--- config.mk ---
export PLATFORM = sky130hd
export DESIGN_NAME = qr_frame_loader
export DESIGN_NICKNAME = d
export VERILOG_FILES = /design/src/rtl/qr_frame_loader.sv
export SDC_FILE = /design/constraint.sdc
export NUM_CORES = 1
export LEC_CHECK = 0
export CAP_MARGIN = 25
export CORE_MARGIN = 1.5
export CORE_UTILIZATION = 60
export DETAILED_ROUTE_END_ITERATION = 10
export MAX_ROUTING_LAYER = met4
export PLACE_DENSITY_LB_ADDON = 0.12
export SLEW_MARGIN = 20
export SYNTH_ARGS = -nofsm -noshare
export SYNTH_HDL_FRONTEND = slang
export SYNTH_SLANG_ARGS = --single-unit
--- constraint.sdc ---
create_clock -name Clk -period 3.7 [get_ports Clk]
set_clock_uncertainty 0.1 [all_clocks]
set_input_delay 0.74 -clock Clk [delete_from_list [all_inputs] [get_ports Clk]]
set_output_delay 0.74 -clock Clk [all_outputs]
set_load 0.02 [all_outputs]
--- src/rtl/qr_frame_loader.sv ---
// qr_frame_loader
//   Upstream feeder for the QR / back-substitution top level. Packs a
//   valid/ready element stream, four elements per row, into a two-bank
//   ping-pong frame store. Each complete frame is replayed as one contiguous
//   burst of NUM_ROWS row words. Bursts are separated by at least GAP_CYCLES
//   idle cycles, because downstream starts a new frame on the first valid
//   cycle that follows a low cycle.
//
// Ports
//   Clk        rising-edge clock
//   Reset      synchronous, active-high; discards all buffered data
//   s_valid    upstream element valid
//   s_ready    loader can take an element (write bank not full)
//   s_data     signed element, row-major, 4 per row
//   OutValid   row valid, high for NUM_ROWS consecutive cycles per frame
//   OutData1-4 row elements 0..3 (OutData1 = first accepted of the row)
//   frame_cnt  frames emitted, modulo 256
module qr_frame_loader #(
    parameter int C_IWL      = 5,
    parameter int C_FWL      = 15,
    parameter int NUM_ROWS   = 4,
    parameter int GAP_CYCLES = 1,
    localparam int W         = C_IWL + C_FWL
) (
    input  logic                Clk,
    input  logic                Reset,
    input  logic                s_valid,
    output logic                s_ready,
    input  logic signed [W-1:0] s_data,
    output logic                OutValid,
    output logic signed [W-1:0] OutData1,
    output logic signed [W-1:0] OutData2,
    output logic signed [W-1:0] OutData3,
    output logic signed [W-1:0] OutData4,
    output logic [7:0]          frame_cnt
);

    localparam int NEL = 4 * NUM_ROWS;
    localparam int EPW = $clog2(NEL);
    localparam int RW  = $clog2(NUM_ROWS);

    typedef enum logic [1:0] {S_IDLE, S_BURST, S_GAP} state_t;

    logic signed [W-1:0] r_mem [2][NEL];
    logic                r_wb;
    logic                r_rb;
    logic [1:0]          r_full;
    logic [EPW-1:0]      r_ep;
    logic [RW-1:0]       r_row;
    logic [7:0]          r_gap;
    state_t              r_state;

    logic                w_accept;
    logic [EPW-1:0]      w_rbase;

    // Ready depends only on state (and Reset), never on s_valid.
    assign s_ready  = !Reset && !r_full[r_wb];
    assign w_accept = s_valid && s_ready;
    // Element address of column 0 of the row being replayed.
    assign w_rbase  = {r_row, 2'b00};

    // Frame store: no reset needed, validity is tracked by r_full.
    always_ff @(posedge Clk) begin
        if (w_accept)
            r_mem[r_wb][r_ep] <= s_data;
    end

    always_ff @(posedge Clk) begin
        if (Reset) begin
            r_wb      <= 1'b0;
            r_rb      <= 1'b0;
            r_full    <= 2'b00;
            r_ep      <= '0;
            r_row     <= '0;
            r_gap     <= 8'd0;
            r_state   <= S_IDLE;
            OutValid  <= 1'b0;
            OutData1  <= '0;
            OutData2  <= '0;
            OutData3  <= '0;
            OutData4  <= '0;
            frame_cnt <= 8'd0;
        end else begin
            // Write side. Writes never target the bank being read (it is full),
            // so the set below and the clear in BURST always touch different bits.
            if (w_accept) begin
                if (r_ep == EPW'(NEL - 1)) begin
                    r_full[r_wb] <= 1'b1;
                    r_ep         <= '0;
                    r_wb         <= ~r_wb;
                end else begin
                    r_ep <= r_ep + EPW'(1);
                end
            end

            // Read side.
            case (r_state)
                S_IDLE: begin
                    OutValid <= 1'b0;
                    if (r_full[r_rb]) begin
                        r_state <= S_BURST;
                        r_row   <= '0;
                    end
                end
                S_BURST: begin
                    OutValid <= 1'b1;
                    OutData1 <= r_mem[r_rb][w_rbase];
                    OutData2 <= r_mem[r_rb][w_rbase + EPW'(1)];
                    OutData3 <= r_mem[r_rb][w_rbase + EPW'(2)];
                    OutData4 <= r_mem[r_rb][w_rbase + EPW'(3)];
                    if (r_row == RW'(NUM_ROWS - 1)) begin
                        r_full[r_rb] <= 1'b0;
                        r_rb         <= ~r_rb;
                        frame_cnt    <= frame_cnt + 8'd1;
                        r_gap        <= 8'(GAP_CYCLES);
                        r_state      <= S_GAP;
                    end else begin
                        r_row <= r_row + RW'(1);
                    end
                end
                S_GAP: begin
                    OutValid <= 1'b0;
                    // Final gap cycle folds in the IDLE decision so back-to-back
                    // frames see exactly GAP_CYCLES low cycles.
                    if (r_gap <= 8'd1) begin
                        r_gap <= 8'd0;
                        if (r_full[r_rb]) begin
                            r_state <= S_BURST;
                            r_row   <= '0;
                        end else begin
                            r_state <= S_IDLE;
                        end
                    end else begin
                        r_gap <= r_gap - 8'd1;
                    end
                end
                default: r_state <= S_IDLE;
            endcase
        end
    end

endmodule

==> results of run 1 <==
cells in the mapped netlist (2+ instances only):
| cell | number | area (sq um) |
|---|---|---|
| a21oi_1 | 7 | 35.0 |
| a31oi_1 | 2 | 12.5 |
| and3_1 | 2 | 12.5 |
| buf_1 | 5 | 18.8 |
| buf_2 | 24 | 120 |
| buf_6 | 12 | 135 |
| clkbuf_1 | 36 | 135 |
| dfxtp_1 | 110 | 2200 |
| edfxtp_1 | 640 | 19200 |
| ha_1 | 8 | 100 |
| inv_1 | 5 | 18.8 |
| mux2i_1 | 3 | 30.0 |
| mux4_2 | 160 | 3600 |
| nand2_1 | 12 | 45.0 |
| nand2b_1 | 4 | 25.0 |
| nand3_1 | 5 | 25.0 |
| nand3b_1 | 3 | 22.5 |
| nand4_1 | 3 | 18.8 |
| nor2_1 | 138 | 518 |
| nor2b_1 | 3 | 18.8 |
| nor3_1 | 3 | 15.0 |
| nor4_1 | 2 | 12.5 |
| o211ai_1 | 2 | 15.0 |
| o21a_1 | 3 | 22.5 |
| o21ai_0 | 86 | 430 |
| o22ai_1 | 80 | 500 |
| or2_2 | 2 | 12.5 |
| or3b_2 | 2 | 17.5 |
| xnor2_1 | 5 | 43.8 |
| xor2_1 | 9 | 78.8 |
worst max-delay path by stage:
stage	endpoint	from	cells after the start	slack (ps)
3_3_place_gp	r_mem[1][158]	Reset	5	620
3_5_place_dp	r_mem[1][293]	Reset	5	600
5_1_grt	s_ready	r_wb	3	560
2_1_floorplan	r_mem[1][20]	Reset	3	1020
4_1_cts	s_ready	r_wb	3	590
6_report	s_ready	r_wb	3	610
where the power goes:
group / leakage [nW] / switching (W) / total [W] / internal [W]
logic: 2.39 / 0.000193 / 0.000251 / 0.0000579
registers: 6.64 / 0.00000659 / 0.00918 / 0.00918
clock network: 1.14 / 0.00312 / 0.00723 / 0.00412
total: 10.2 / 0.00332 / 0.0167 / 0.0134
per-layer routing:
metal	global-route usage, %	up-vias	routed length (um)
met4	8.63	0	1740
met1	36.8	7176	24200
met5	-	-	0
met3	4.20	109	4110
li1	-	5995	-
met2	41.8	558	29600
cells in the final DEF, fill, tap and decap left out, types with 3 or more instances in the layout:
master             n
edfxtp_1         640
dfxtp_1          108
buf_12             7
mux2i_1            3
o22ai_1           80
clkinv_2          15
o21a_1             3
inv_1              5
clkdlybuf4s50_1  110
nor2_1           107
bufinv_16          4
xnor2_1            5
nor2_2            32
nand2b_1           3
clkinv_8           3
clkinvlp_4         5
nand3b_1           3
nand2_1           11
clkinv_1          13
clkbuf_1          15
nand4_1            3
buf_4             60
nand3_1            5
mux4_2           160
a21oi_1            7
o21ai_0           86
nor3_1             3
ha_1               8
clkbuf_16         76
xor2_1             9
logic make-up after synthesis:
kind of cell	synth area share, %
mux	13.2
buf+inv	1.56
fa+ha+maj	0.362
compound gates	3.90
xor+xnor	0.444
flops	77.5
simple gates	2.97
registers in the layout (all words and copies together) (netlist names), named ones only:
name and cells:
r_mem 640, OutData1 20, OutData2 20, OutData3 20, OutData4 20, frame_cnt 8
r_gap 8, r_ep 4, r_full 2, r_row 2, r_state 2, OutValid 1
r_rb 1, r_wb 1
worst max-delay path: stages, from the launching register on:
cell and delay (ps):
dfxtp_1 530, mux2_4 380, nor2_1 110, clkdlybuf4s50_1 620
per-stage QoR:
stage,setup WS (ps),utilization (%)
after detailed placement,600,65.6
after global routing,562,70.8
after global placement,622,65.6
after CTS,592,70.8
after floorplan,1020,-
final,608,70.8
area by class of cell:
cell class	instances	area, sq um
Timing Repair Buffer	179	1700
Inverter	6	22.5
Clock buffer	93	1990
Sequential cell	750	21400
Tap cell	600	751
Multi-Input combinational cell	560	5880
Fill cell	2803	13200
Clock inverter	44	365
==> flow_metrics.py, run 1 <==
metrics = {
    "outcome": {
        "status": "finished clean",
    },
    "detailed_routing": {
        "via_per_inst": 6.20,
        "drc_errors": 0,
        "final_antenna_net_count": 0,
        "drt_first_pass_iters": 5,
        "wl_per_cell_um": 26.7,
        "finalWirelength_um": 59600,
        "vias": 13800,
        "drt_iter0_drc": 1264,
    },
    "synth": {
        "ys_types": 47,
        "synth_edf_count": 640,
        "ys_ff_latch": 750,
        "synth_warnings": 0,
        "syn-instance-count": 1393,
        "synth_nets": 1424,
        "synth_area_per_cell_sq_um": 19.8,
        "synth_area_sq_um": 27600,
        "synth-seq-area-share_pct": 77.5,
        "ys.flop_type": "edfxtp_1",
        "synth-async-reset-ratio_pct": 0,
    },
    "power": {
        "power-per-cell-area_nw_per_um2": 519,
        "finalPower_w": 0.0167,
        "ir_drop_uv": 483,
        "p_leak_nw": 10.2,
    },
    "placed_design": {
        "place.gp.congestion": 0.785,
        "portBuffers": 112,
        "placedInstanceArea_sq_um": 29800,
        "placedCellCount": 2095,
        "hpwl_um": 33100,
    },
    "layout": {
        "fin_area_sq_um": 32100,
        "final_cells": 2232,
        "synthToLayoutAreaGrowth_pct": 16.3,
        "drive_gt1_share_pct": 23.7,
        "n_antenna_cell": 0,
        "final_net_count": 1602,
    },
    "sta": {
        "finalSetupViolCount": 0,
        "holdWs_ps": 398,
        "hold_viol": 0,
        "tightest_slew_ps": 997,
        "post-route-period-util_pct": 83.6,
        "rsz0062_at_grt": "false",
        "maxSlewViolCount": 0,
        "period_needed_ps": 3090,
        "finalSetupTns_ps": 0,
        "relSlewSlack_pct": 33.5,
        "fmax_mhz": 323,
    },
    "clock_network": {
        "cts_setup_buffers": 0,
        "htreeDepth": 3,
        "cts_buffer_depth": 3,
        "clock-sinks": 750,
        "numCtsBuffers": 74,
        "cts_root_buffer": "clkbuf_16",
        "clkLatencyLatePin_ps": 610,
        "holdBufCountCts": 0,
        "cts_tree": "yes",
        "ctsResizeCount": 0,
        "cts.reportedPaths.clkPinSlew_ps": 60,
    },
    "floorplanning": {
        "pin_count": 113,
        "core_area_sq_um": 45400,
        "dieHeight_um": 218,
        "dieArea_sq_um": 47400,
        "start_util_pct": 60.9,
        "rows": 78,
        "die_x_um": 218,
    },
    "setup_path": {
        "regToRegStartpoint": "r_wb",
        "path_max_fanout": 10,
        "end_kind": "output pin",
        "cp.arrival_ps": 2250,
        "required_ps": 2860,
        "rr_worst_depth": 5,
        "r2r_end": "r_mem[0][213]",
        "r2r_slack_ps": 1000,
        "cp-start-kind": "flip-flop",
        "crit_type": "flip-flop to output pin",
    },
    "global_route": {
        "grt_max_degree": 91,
        "antenna_found_initial": 1,
        "grt_pass1_vias": 13900,
        "grt_pass1_wl_um": 87700,
        "grt.overflow.total": 0,
        "grt_use_total_pct": 26.7,
    },
    "worst_hold_path": {
        "hold_path.class": "flip-flop to flip-flop",
        "hold_depth": 2,
        "min_to": "frame_cnt[1]",
        "hp-start": "frame_cnt[1]",
    },
    "run": {
        "maxCapViolCount": 0,
    },
}
Power figures use the tool's default switching activity.
==> run 2, diff against run 1 <==
==> constraint.sdc (replaced) <==
create_clock -name Clk -period 3.1 [get_ports Clk]
set_clock_uncertainty 0.1 [all_clocks]
set_input_delay 0.62 -clock Clk [delete_from_list [all_inputs] [get_ports Clk]]
set_output_delay 0.62 -clock Clk [all_outputs]
set_load 0.02 [all_outputs]
==> flow_metrics.py, run 2 (synthesis results as in run 1) <==
metrics = {
    "global_route": {
        "top_usage_layer": "met2",
        "use_met1_pct": 38.2,
        "grt_pass1_vias": 14000,
        "gr-usage-met2_pct": 40.4,
        "grt_max_degree": 91,
        "gr-usage-met3_pct": 4.17,
        "antenna_found_initial": 1,
        "grt_pass1_wl_um": 88500,
        "grt_use_total_pct": 26.7,
        "grt.overflow.total": 0,
    },
    "sta": {
        "tightest_slew_ps": 930,
        "hold_viol": 0,
        "finalSetupViolCount": 0,
        "maxSlewViolCount": 0,
        "relSlewSlack_pct": 38.0,
        "fin_ws_ps": 157,
        "finalSetupTns_ps": 0,
        "post-route-period-util_pct": 94.9,
        "rsz0062_at_grt": "false",
        "fmax_mhz": 340,
        "period_needed_ps": 2940,
    },
    "layout": {
        "synthToLayoutAreaGrowth_pct": 18.0,
        "final_common_cell": "edfxtp_1",
        "fillCellCount": 2740,
        "top_register": "r_mem",
        "drive_gt1_share_pct": 24.7,
        "final_net_count": 1618,
        "n_antenna_cell": 0,
        "fin_area_sq_um": 32600,
        "final_cells": 2247,
        "largest_reg_flops": 640,
        "layout_common_cells": "edfxtp_1 (640), mux4_2 (160), clkdlybuf4s50_1 (112), dfxtp_1 (108), nor2_1 (107)",
        "final_util_pct": 71.8,
    },
    "setup_path": {
        "rr_worst_depth": 5,
        "required_ps": 2380,
        "regToRegStartpoint": "r_wb",
        "critical_path.cell_chain": "mux2_4, nor2_1, clkdlybuf4s50_1",
        "r2r_end": "r_mem[1][265]",
        "crit_family": "buffers and inverters",
        "crit_type": "flip-flop to output pin",
        "slowest_delay_ps": 620,
        "slowest_stage": "clkdlybuf4s50_1",
        "path_max_fanout": 10,
        "r2r_slack_ps": 660,
        "cp-start-kind": "flip-flop",
        "end_kind": "output pin",
        "cp.arrival_ps": 2220,
        "cp_num_buf_inv": 1,
    },
    "detailed_routing": {
        "finalWirelength_um": 58900,
        "drt_iter0_drc": 1469,
        "drc_errors": 0,
        "final_antenna_net_count": 0,
        "vias": 13800,
        "via_per_inst": 6.15,
        "drt_first_pass_iters": 5,
        "wl_per_cell_um": 26.2,
    },
    "placed_design": {
        "post-place-ws_ps": 191,
        "portBuffers": 112,
        "placedInstanceArea_sq_um": 30100,
        "hpwl_um": 32900,
        "placedCellCount": 2112,
        "place.gp.congestion": 0.764,
    },
    "floorplanning": {
        "die_x_um": 218,
        "pin_count": 113,
        "dieArea_sq_um": 47400,
        "rows": 78,
        "start_util_pct": 60.9,
        "core_area_sq_um": 45400,
        "dieHeight_um": 218,
    },
    "outcome": {
        "status": "finished clean",
    },
    "clock_network": {
        "cts_buffer_depth": 3,
        "cts_setup_buffers": 0,
        "holdBufCountCts": 0,
        "cts_tree": "yes",
        "cts.reportedPaths.clkPinSlew_ps": 60,
        "clock-sinks": 750,
        "clkLatencyLatePin_ps": 610,
        "numCtsBuffers": 73,
        "ctsResizeCount": 0,
        "cts_root_buffer": "clkbuf_16",
        "htreeDepth": 3,
    },
    "power": {
        "ir_drop_uv": 550,
        "seq_power_share_pct": 54.0,
        "power-per-cell-area_nw_per_um2": 623,
        "power.switching_w": 0.00387,
        "power.share.clock_pct": 44.5,
        "switching_share_pct": 19.1,
        "p_int_w": 0.0164,
        "p_leak_nw": 10.4,
        "combPwrFrac_pct": 1.5,
    },
    "worst_hold_path": {
        "hold_path.class": "flip-flop to flip-flop",
        "hold_depth": 2,
        "hp-start": "OutData3[15]",
        "min_to": "OutData3[15]",
    },
    "run": {
        "maxCapViolCount": 0,
    },
}
==> run 2: changes by cell type in the layout (fill, tap and decap cells not counted), moves of 2 or more <==
cell | before | now
buf_12 | 7 | 22
buf_2 | 2 | 0
buf_4 | 60 | 62
bufinv_16 | 4 | 7
clkbuf_1 | 15 | 11
clkbuf_16 | 76 | 79
clkbuf_8 | 2 | 8
clkdlybuf4s50_1 | 110 | 112
clkinv_1 | 13 | 11
clkinv_4 | 2 | 0
clkinv_8 | 3 | 0
==> run 2: layout make-up <==
cell class	instances	area (sq um)	area share (%)
sequential	750	21400	65.7
timing repair buffer	196	2030	6.22
clock buffer	98	2130	6.53
tap	600	751	2.30
inverter	6	22.5	0.0691
clock inverter	37	360	1.11
multi-input combinational	560	5880	18.0
==> run 2: worst max path at each step <==
| stage | startpoint | end | slack [ps] | cells past startpoint |
|---|---|---|---|---|
| finish | r_wb | s_ready | 160 | 3 |
| CTS | r_wb | s_ready | 120 | 3 |
| detailed placement | Reset | r_gap[5] | 190 | 6 |
| global placement | Reset | r_gap[3] | 250 | 6 |
| global route | r_wb | s_ready | 70 | 3 |
| floorplan | r_wb | r_mem[1][20] | 420 | 5 |
==> run 2: through the flow <==
| step | total power (W) | hold WS [ps] |
|---|---|---|
| 6_report | 0.0203 | 413 |
| 5_1_grt | 0.0209 | 444 |
| 4_1_cts | 0.0205 | 415 |
| 3_5_place_dp | 0.0115 | 399 |
| 3_3_place_gp | 0.0115 | 378 |
| 2_1_floorplan | 0.0112 | 357 |
==> run 2: per-layer routing <==
layer | part of all wire, % | vias to the layer above
li1 | - | 6029
met1 | 42 | 7179
met2 | 48 | 529
met3 | 7.0 | 90
met4 | 2.6 | 0
met5 | 0 | -
==> run 2: power by group through the flow <==
stage               combinational [W]  clock, W  sequential [W]
floorplan                   0.0000590         0          0.0112
global placement             0.000290         0          0.0112
detailed placement           0.000303         0          0.0112
CTS                          0.000305   0.00920          0.0110
global route                 0.000325   0.00958          0.0110
finish                       0.000306   0.00904          0.0110
==> run 2: worst reg2reg max path: cells and delay by family (launching register included) <==
kind | cells | cell delay (ps)
buffers and inverters | 1 | 250
AND/OR/NAND/NOR | 3 | 870
flip-flops | 1 | 510
multiplexers | 1 | 380
==> run 3, diff against run 2 <==
--- a/config.mk
+++ b/config.mk
@@ -9,9 +9,10 @@
 export CORE_MARGIN = 1.5
 export CORE_UTILIZATION = 60
 export DETAILED_ROUTE_END_ITERATION = 10
+export GPL_ROUTABILITY_DRIVEN = 0
 export MAX_ROUTING_LAYER = met4
 export PLACE_DENSITY_LB_ADDON = 0.12
-export SLEW_MARGIN = 20
+export SLEW_MARGIN = 0
 export SYNTH_ARGS = -nofsm -noshare
 export SYNTH_HDL_FRONTEND = slang
 export SYNTH_SLANG_ARGS = --single-unit
==> results of run 3 <==
Same layout as run 2: the final DEF is identical, and so are final timing and power.
